===== src/rtl/uart_tx_fifo.sv =====
// uart_tx_fifo: transmit-side byte queue between the UART register interface
// and the serial transmitter. It is a first-word-fall-through circular buffer
// with full/empty/level status for software polling.
//
// Optional feature macro: UART_TX_FIFO_OVF_EN
//   defined   -> ovf is a sticky flag, set by a push attempted while full and
//                cleared by flush or rst
//   undefined -> ovf is tied low and no overflow logic is built
//
// Handshake: tx_valid/tx_ready is strict valid/ready. The head byte is
// transferred on a rising edge where both are high. While tx_valid is high
// and no transfer occurs, tx_data holds stable. tx_valid never depends on
// tx_ready, and tx_ready while tx_valid is low has no effect.
module uart_tx_fifo #(
    parameter int DW    = 8,
    parameter int DEPTH = 16,
    parameter int AW    = 4
) (
    input  logic          clk,
    input  logic          rst,
    input  logic          en,
    input  logic          flush,
    input  logic          we,
    input  logic [DW-1:0] wdata,
    output logic          full,
    output logic          empty,
    output logic [AW:0]   count,
    output logic          tx_valid,
    output logic [DW-1:0] tx_data,
    input  logic          tx_ready,
    output logic          ovf
);

    localparam logic [AW:0]   DEPTH_C = (AW + 1)'(DEPTH);
    localparam logic [AW:0]   CNT_ONE = (AW + 1)'(1);
    localparam logic [AW-1:0] PTR_ONE = AW'(1);

    logic [DW-1:0] mem [DEPTH];
    logic [AW-1:0] wr_ptr;
    logic [AW-1:0] rd_ptr;
    logic          push;
    logic          pop;

    // Status and handshake are derived only from registered state and en,
    // so there is no combinational path from we or tx_ready.
    always_comb begin
        full     = (count == DEPTH_C);
        empty    = (count == '0);
        tx_valid = en & ~empty;
        tx_data  = mem[rd_ptr];
        push     = we & ~full & ~flush;
        pop      = tx_valid & tx_ready & ~flush;
    end

    // Storage array has no reset; contents survive rst and flush.
    always_ff @(posedge clk) begin
        if (push) begin
            mem[wr_ptr] <= wdata;
        end
    end

    // Pointers and level counter; flush overrides any push or pop.
    always_ff @(posedge clk or posedge rst) begin
        if (rst) begin
            wr_ptr <= '0;
            rd_ptr <= '0;
            count  <= '0;
        end else if (flush) begin
            wr_ptr <= '0;
            rd_ptr <= '0;
            count  <= '0;
        end else begin
            if (push) begin
                wr_ptr <= wr_ptr + PTR_ONE;
            end
            if (pop) begin
                rd_ptr <= rd_ptr + PTR_ONE;
            end
            case ({push, pop})
                2'b10:   count <= count + CNT_ONE;
                2'b01:   count <= count - CNT_ONE;
                default: count <= count;
            endcase
        end
    end

`ifdef UART_TX_FIFO_OVF_EN
    // Sticky overflow: set by a rejected push, cleared by flush (flush wins).
    always_ff @(posedge clk or posedge rst) begin
        if (rst) begin
            ovf <= 1'b0;
        end else if (flush) begin
            ovf <= 1'b0;
        end else if (we && full) begin
            ovf <= 1'b1;
        end
    end
`else
    // Overflow tracking not built; flag reads as zero.
    always_comb begin
        ovf = 1'b0;
    end
`endif

endmodule


===== config.mk =====
export PLATFORM = sky130hd
export DESIGN_NAME = uart_tx_fifo
export DESIGN_NICKNAME = d
export VERILOG_FILES = /design/src/rtl/uart_tx_fifo.sv
export SDC_FILE = /design/constraint.sdc
export NUM_CORES = 1
export LEC_CHECK = 0
export BUFFER_PORTS_ARGS = -buffer_cell sky130_fd_sc_hd__clkbuf_2
export CAP_MARGIN = 20
export CORE_MARGIN = 3
export CORE_UTILIZATION = 39
export DETAILED_ROUTE_END_ITERATION = 6
export PLACE_DENSITY = 0.61
export SKIP_CTS_REPAIR_TIMING = 1
export SLEW_MARGIN = 20
export SYNTH_ARGS = -nofsm -noshare
export SYNTH_HDL_FRONTEND = slang
export SYNTH_SLANG_ARGS = --single-unit

===== constraint.sdc =====
create_clock -name clk -period 3.1 [get_ports clk]
set_input_delay 0.31 -clock clk [delete_from_list [all_inputs] [get_ports clk]]
set_output_delay 0.31 -clock clk [all_outputs]
set_load 0.1 [all_outputs]

==> out/qor.yml, run 1 <==
status:
  run_status: "completed"
layout:
  final_core_util_pct: 47.4
  mostFrequentLayoutCells: "edfxtp_1, mux4_2, nor2_1, clkbuf_2, buf_4"
  layout_commonest_cell: "edfxtp_1"
  final_nets: 379
  drive_gt1_share_pct: 35.2
  area_growth_pct: 18.5
  diodes: 0
placed_design:
  dpl.hpwl_um: 7590
  portBuffers: 29
  pre_cts_slack_ps: 496
  gp_congestion: 0.802
cts:
  cts.clk_slew.worst_paths_ps: 60
  clk_latency_ps: 420
  cts_made_buffers: 17
  root_buffer: "clkbuf_16"
  clock_path_buffers: 2
  htreeDepth: 4
  clkSinkCount: 141
  cts_tree: "yes"
synthesis:
  synth_area_um2: 5840
  synthesis.nets: 324
  syn_avg_cell_area_um2: 19.4
  yosysWarnings: 0
  synth_seq_cells: 141
  synth_cells: 301
  yosys.cell_types.count: 39
  yosysSeqAreaShare_pct: 71.4
global_route:
  grt_pass1_wl_um: 18000
  antenna_found_initial: 0
  gr-total-overflow: 0
  met1_usage_pct: 20.7
  grtUsageTotal_pct: 15.3
  gr-usage-met3_pct: 3.99
  grt.met2_usage_pct: 23.0
  grt_max_degree: 36
  first_global_vias: 3021
  grt-busiest-layer: "met2"
timing:
  fin_crit_sh_pct: 93.3
  max_clock_freq_mhz: 346
  period_minus_slack_ps: 2890
  fin_skew_ps: 10.5
  maxSlewHeadroom_pct: 59.0
  hold_viol: 0
  tightest_slew_ps: 614
  setup_violations: 0
  slew_viol_final: 0
  setup_tns_ps: 0
  worst_slack_ps: 206
  rsz0062_at_grt: "no"
drt:
  drc: 0
  drt_iter0_markers: 275
  totalWireLength_um: 11700
  vias: 2941
  vias_per_cell: 5.32
  wl_per_cell_um: 21.2
  dr.pass1.iters: 4
  ant_nets: 0
floorplanning:
  rows: 44
  die_area_um2: 16500
  die_w_um: 128
  start_util_pct: 40.0
  die_height_um: 128
  coreArea_um2: 14600
  boundaryPins: 31
power:
  clkPwrFrac_pct: 36.9
  p_leak_uw: 0.00236
  p_int_uw: 3660
  pwr-share-seq_pct: 41.4
  p_per_area_nw_per_um2: 762
  peakVddDrop_uv: 381
  switchingPower_uw: 1620
  power.share.combinational_pct: 21.7
  p_sw_share_pct: 30.7
worst_setup_path:
  cp_max_fo: 23
  critPathKind: "reg -> out"
  endpoint_kind: "primary output"
  worstPathRequired_ps: 2790
  crit_path_start_kind: "flop"
  critPathArrivalTime_ps: 2580
flow_run:
  maxCapViolations: 0
worst_hold_path:
  min_path_type: "in -> reg"
final cells by class:
type	instances	area (um2)
well taps	184	230
fillers	1188	7670
flip-flops and latches	141	4170
repair buffers	51	338
inverters	9	33.8
clock inverters	13	141
clock buffers	19	433
multi-input cells	136	1580
Yosys cell counts:
library cell / count / area (um2)
buf_2: 2 / 10.0
mux2i_1: 5 / 50.1
fa_1: 1 / 20.0
or3_1: 2 / 12.5
and2_1: 1 / 6.26
edfxtp_1: 128 / 3840
mux2_1: 3 / 33.8
nand2b_1: 1 / 6.26
o211ai_2: 1 / 12.5
or4_1: 1 / 7.51
a21o_1: 2 / 15.0
xnor2_1: 3 / 26.3
conb_1: 1 / 3.75
nand3b_1: 1 / 7.51
buf_1: 1 / 3.75
dfrtp_1: 13 / 325
o21ai_4: 1 / 16.3
ha_1: 8 / 100
inv_1: 9 / 33.8
o211ai_1: 2 / 15.0
nor4_4: 1 / 21.3
o2bb2ai_1: 1 / 8.76
nor2b_1: 2 / 12.5
a21oi_1: 2 / 10.0
clkbuf_1: 8 / 30.0
or3b_2: 1 / 8.76
o21ai_0: 1 / 5.00
o21ai_2: 1 / 8.76
a211oi_1: 2 / 15.0
nand2_1: 6 / 22.5
xor2_1: 4 / 35.0
buf_4: 4 / 30.0
a31oi_1: 1 / 6.26
nand3_1: 2 / 10.0
nor2_1: 34 / 128
nor4_1: 2 / 12.5
a221oi_2: 1 / 15.0
nor3_1: 2 / 10.0
mux4_2: 40 / 901
path summary, 6_finish.rpt:
kind / start / to / slack [ps] / cells after the start
setup / recovery: rd_ptr[0] / tx_data[5] / 210 / 4
hold / removal: wdata[6] / mem[1][6] / 290 / 1
setup reg to reg: count[0] / count[4] / 470 / 8
hold reg to reg: wr_ptr[1] / wr_ptr[1] / 620 / 2
max in group asynchronous: rst / rd_ptr[0] / 2250 / 3
min in group asynchronous: rst / count[2] / 460 / 3
cell families after synthesis:
kind of cell	count (synthesis)	synth area share, %
flops	141	71.4
xor+xnor	7	1.05
buf+inv	24	1.84
fa+ha+maj	9	2.06
simple gates	56	4.54
compound gates	15	2.19
other cells	1	0.0642
mux	48	16.9
registers in the layout, indices dropped and copies added, names as in the netlist:
name	flops
mem	128
rd_ptr	4
wr_ptr	4
count	5
routing by layer:
metal	routed length (um)	up-vias
met5	0	-
met4	323	0
met3	671	22
met2	5580	76
met1	5140	1528
li1	-	1315
through the flow:
step	total power (uW)	hold slack [ps]	instance area, um2	instances
after global routing	5490	325	6920	553
after floorplan	3160	187	5850	301
after CTS	5340	-83.8	6910	552
after detailed placement	3390	375	6340	520
after global placement	3380	354	6340	520
final	5280	295	6920	553
power by group through the flow:
stage / combinational (uW) / clock [uW] / sequential (uW)
6_report: 1140 / 1940 / 2190
5_1_grt: 1220 / 2080 / 2190
4_1_cts: 1160 / 1990 / 2190
3_5_place_dp: 1160 / 0 / 2230
3_3_place_gp: 1160 / 0 / 2220
2_1_floorplan: 817 / 0 / 2350
worst max-delay path, stage by stage (launching register included):
cell      delay [ps]
dfrtp_2          490
buf_12           260
mux4_2           540
mux4_2           480
clkbuf_2         380
(Power assumes the default switching activity.)
==> run 2, diff against run 1 <==
--- a/config.mk
+++ b/config.mk
@@ -10,7 +10,7 @@
 export CORE_MARGIN = 3
 export CORE_UTILIZATION = 39
 export DETAILED_ROUTE_END_ITERATION = 6
-export PLACE_DENSITY = 0.61
+export PLACE_DENSITY = 0.56
 export SKIP_CTS_REPAIR_TIMING = 1
 export SLEW_MARGIN = 20
 export SYNTH_ARGS = -nofsm -noshare
==> run 2 against run 1 <==
Worst setup slack improved by 24 ps; register-to-register slack got worse by 20 ps; die area did not move; via count down 1.8%; fmax grew 0.82%; wire length up 2.5%; non-clock buffer count decreased by 1; combinational power barely moved; first-iteration DRC count fell by 31%; clock-buffer cell count down 1; clock power is 2% higher; critical path type unchanged; critical endpoint is now tx_data[2].
==> out/qor.yml, run 2 (synthesis results as in run 1) <==
power:
  p_leak_uw: 0.00236
  peakVddDrop_uv: 434
  p_per_area_nw_per_um2: 768
  total_power_uw: 5320
layout:
  drive_gt1_share_pct: 34.5
  mostFrequentLayoutCells: "edfxtp_1, mux4_2, nor2_1, clkbuf_2, buf_4"
  regArea_um2: 4170
  fill_cells: 1214
  largest_reg_flops: 128
  regMostFlops: "mem"
  layout_commonest_cell: "edfxtp_1"
  area_growth_pct: 18.6
  design_area_um2: 6920
  diodes: 0
  largestRegisters: "mem x128, count x5"
  fin_cells: 552
  multi_input_area_um2: 1580
  final_nets: 378
global_route:
  grtUsageTotal_pct: 15.9
  grt_pass1_wl_um: 18700
  gr-usage-met3_pct: 4.73
  met1_usage_pct: 21.4
  grt_max_degree: 36
  grt.met2_usage_pct: 24.8
  gr-total-overflow: 0
  first_global_vias: 3071
  antenna_found_initial: 2
  grt-busiest-layer: "met2"
worst_setup_path:
  critPathKind: "reg -> out"
  critPathArrivalTime_ps: 2560
  cpMostUsedCell: "mux4_2"
  worstPathRequired_ps: 2790
  cp_slowest_cell: "mux4_2"
  crit_chain: "buf_4, mux4_2, mux4_2, clkbuf_2"
  cp_slowest_stage_delay_ps: 540
  cp_max_fo: 15
  crit_path_start_kind: "flop"
  endpoint_kind: "primary output"
cts:
  cts_made_buffers: 17
  root_buffer: "clkbuf_16"
  cts.clk_slew.worst_paths_ps: 60
  clkSinkCount: 141
  clk_latency_ps: 410
  clock_path_buffers: 2
  cts_tree: "yes"
  htreeDepth: 4
status:
  run_status: "completed"
floorplanning:
  start_util_pct: 40.0
  rows: 44
  die_height_um: 128
  boundaryPins: 31
  coreArea_um2: 14600
  die_area_um2: 16500
  die_w_um: 128
drt:
  ant_nets: 0
  totalWireLength_um: 12000
  vias: 2889
  drc: 0
  wl_per_cell_um: 21.8
  drt_iter0_markers: 190
  dr.pass1.iters: 4
  vias_per_cell: 5.23
timing:
  tightest_slew_ps: 942
  fin_skew_ps: 6.21
  setup_tns_ps: 0
  fin_crit_sh_pct: 92.6
  setup_violations: 0
  max_clock_freq_mhz: 348
  slew_viol_final: 0
  worst_slack_ps: 230
  maxSlewHeadroom_pct: 37.0
  rsz0062_at_grt: "no"
  period_minus_slack_ps: 2870
  hold_viol: 0
placed_design:
  portBuffers: 29
  dpl.hpwl_um: 7630
  pre_cts_slack_ps: 462
  dp_cells: 519
  gp_congestion: 0.807
  placed_area_um2: 6330
flow_run:
  maxCapViolations: 0
worst_hold_path:
  min_path_type: "in -> reg"
run 2: changes by cell type in the layout (fill, tap and decap cells not counted):
cell       delta
nor2_2        +1
buf_4         -1
nor2_1        -1
bufinv_16     +1
clkinv_4      -2
clkinv_1      +4
clkbuf_1      -1
inv_6         -2
run 2: path summary, 6_finish.rpt:
kind | from | endpoint | slack (ps) | depth (start not counted)
max | rd_ptr[0] | tx_data[2] | 230 | 4
min | wdata[6] | mem[10][6] | 310 | 1
max reg2reg | count[0] | count[4] | 450 | 8
min reg2reg | wr_ptr[3] | wr_ptr[3] | 620 | 2
max in group asynchronous | rst | rd_ptr[0] | 2220 | 3
min in group asynchronous | rst | wr_ptr[3] | 480 | 3
run 2: final cells by class:
class | instances | area share, %
tap | 184 | 3.33
inverter | 9 | 0.488
clock buffer | 18 | 6.20
multi-input combinational | 136 | 22.8
clock inverter | 14 | 2.19
timing repair buffer | 50 | 4.77
sequential | 141 | 60.2
run 2: layer usage:
metal  share of wire [%]  vias up  routed length (um)
li1                    -     1308                   -
met1                  43     1493                5200
met2                  49       64                5910
met3                 5.8       20                 691
met4                 1.4        4                 172
met5                0.27        -                  32
run 2: power breakdown:
group	leakage [uW]	internal, uW	switching (uW)
Sequential	0.00133	2120	57.4
Combinational	0.000752	353	807
Clock	0.000276	1250	730
run 2: worst max-delay path: cells and delay by family (launching register included):
kind     cells  cell delay, ps
mux          2            1070
buf+inv      2             690
flops        1             380
run 2: stage by stage:
step / hold slack, ps / util (%)
final: 314 / 47.5
after global routing: 338 / 47.5
after CTS: -76.9 / 47.4
after detailed placement: 364 / 43.4
after global placement: 369 / 43.4
after floorplan: 187 / -
==> run 3, diff against run 2 <==
--- a/config.mk
+++ b/config.mk
@@ -11,6 +11,7 @@
 export CORE_UTILIZATION = 39
 export DETAILED_ROUTE_END_ITERATION = 6
 export PLACE_DENSITY = 0.56
+export RECOVER_POWER = 100
 export SKIP_CTS_REPAIR_TIMING = 1
 export SLEW_MARGIN = 20
 export SYNTH_ARGS = -nofsm -noshare
==> run 3 against run 2 <==
Worst hold slack improved by 37 ps; fmax fell by 0.67%; sequential share of layout area rose by 1.0 points; clock skew fell by 0.60 ps; wire length rose by 0.37%; final cell count did not move; clock-buffer cell count did not move; cell area fell by 1.6%; first-iteration DRC count rose by 23%; critical path type unchanged; clock power barely moved; power fell by 0.73%; critical endpoint is now tx_data[1]; die area did not move.
==> out/qor.yml, run 3 (synthesis results as in run 1) <==
worst_setup_path:
  cp_max_fo: 20
  r2r-start: "count[0]"
  critPathKind: "reg -> out"
  r2r_slack_ps: 310
  endpoint_kind: "primary output"
  critPathArrivalTime_ps: 2580
  critPathLaunch: "rd_ptr[0]"
  crit_path_start_kind: "flop"
  reg2reg_depth: 8
  r2r-end: "count[4]"
  worstPathRequired_ps: 2790
layout:
  diodes: 0
  largest_reg_flops: 128
  layout_commonest_cell: "edfxtp_1"
  area_growth_pct: 16.6
  regMostFlops: "mem"
  final_nets: 378
  largestRegisters: "mem x128, count x5"
  drive_gt1_share_pct: 25.5
  mostFrequentLayoutCells: "edfxtp_1, mux4_2, nor2_1, clkbuf_1, clkbuf_16"
global_route:
  grt_max_degree: 36
  antenna_found_initial: 2
  first_global_vias: 3071
  grtUsageTotal_pct: 15.9
  grt_pass1_wl_um: 18700
  gr-total-overflow: 0
status:
  run_status: "completed"
floorplanning:
  die_height_um: 128
  start_util_pct: 40.0
  coreArea_um2: 14600
  rows: 44
  die_w_um: 128
  die_area_um2: 16500
  boundaryPins: 31
drt:
  ant_nets: 0
  vias_per_cell: 5.29
  dr.pass1.iters: 4
  wl_per_cell_um: 21.8
  vias: 2920
  drc: 0
  drt_iter0_markers: 234
  totalWireLength_um: 12100
placed_design:
  gp_congestion: 0.807
  portBuffers: 29
  dpl.hpwl_um: 7630
power:
  peakVddDrop_uv: 432
  p_per_area_nw_per_um2: 775
  p_leak_uw: 0.00224
  total_power_uw: 5280
cts:
  clk_latency_ps: 410
  clkSinkCount: 141
  root_buffer: "clkbuf_16"
  cts_made_buffers: 17
  clock_path_buffers: 2
  cts_tree: "yes"
  cts.clk_slew.worst_paths_ps: 50
  htreeDepth: 4
timing:
  whs_ps: 351
  maxSlewHeadroom_pct: 20.1
  setup_tns_ps: 0
  rsz0062_at_grt: "no"
  tightest_slew_ps: 1200
  hold_viol: 0
  max_clock_freq_mhz: 346
  setup_violations: 0
  fin_crit_sh_pct: 93.2
  fin_skew_ps: 5.60
  period_minus_slack_ps: 2890
  slew_viol_final: 0
worst_hold_path:
  hold_end: "count[4]"
  worstHoldStart: "we"
  hold_depth: 4
  min_path_type: "in -> reg"
flow_run:
  maxCapViolations: 0
[run 3: worst max path at each step]
stage | endpoint | slack (ps) | cells past startpoint
2_1_floorplan | count[3] | 130 | 10
3_3_place_gp | count[4] | 570 | 8
3_5_place_dp | count[4] | 460 | 8
4_1_cts | tx_data[2] | 180 | 4
5_1_grt | tx_data[1] | 80 | 4
6_report | tx_data[1] | 210 | 4
[run 3: routing by layer]
layer / global-route usage, % / up-vias / wire, um
li1: - / 1311 / -
met1: 21.4 / 1529 / 5450
met2: 24.8 / 57 / 5920
met3: 4.73 / 19 / 484
met4: 5.62 / 4 / 161
met5: 0 / - / 32
[run 3: final cells by class]
cell class                 count  area, um2
fill                        1234       7780
timing repair buffer          50        245
sequential                   141       4170
clock buffer                  18        429
inverter                       9       33.8
clock inverter                14        151
tap                          184        230
multi-input combinational    136       1550
[run 3: power breakdown]
group	leakage (uW)	internal, uW	switching, uW
combinational	0.000638	322	797
sequential	0.00133	2120	55.2
clock	0.000276	1250	735
[run 3: stage by stage]
step / cells / setup slack [ps] / instance area, um2 / util, %
floorplan: 301 / 126 / 5850 / -
detailed placement: 519 / 462 / 6330 / 43.4
global route: 552 / 79.9 / 6810 / 46.7
global placement: 519 / 565 / 6330 / 43.4
CTS: 551 / 185 / 6910 / 47.4
finish: 552 / 211 / 6810 / 46.7
[run 3: worst max-delay path, stage by stage, from the launching register on]
cell,delay (ps)
dfrtp_2,350
buf_4,370
mux4_2,570
mux4_2,480
clkbuf_2,390
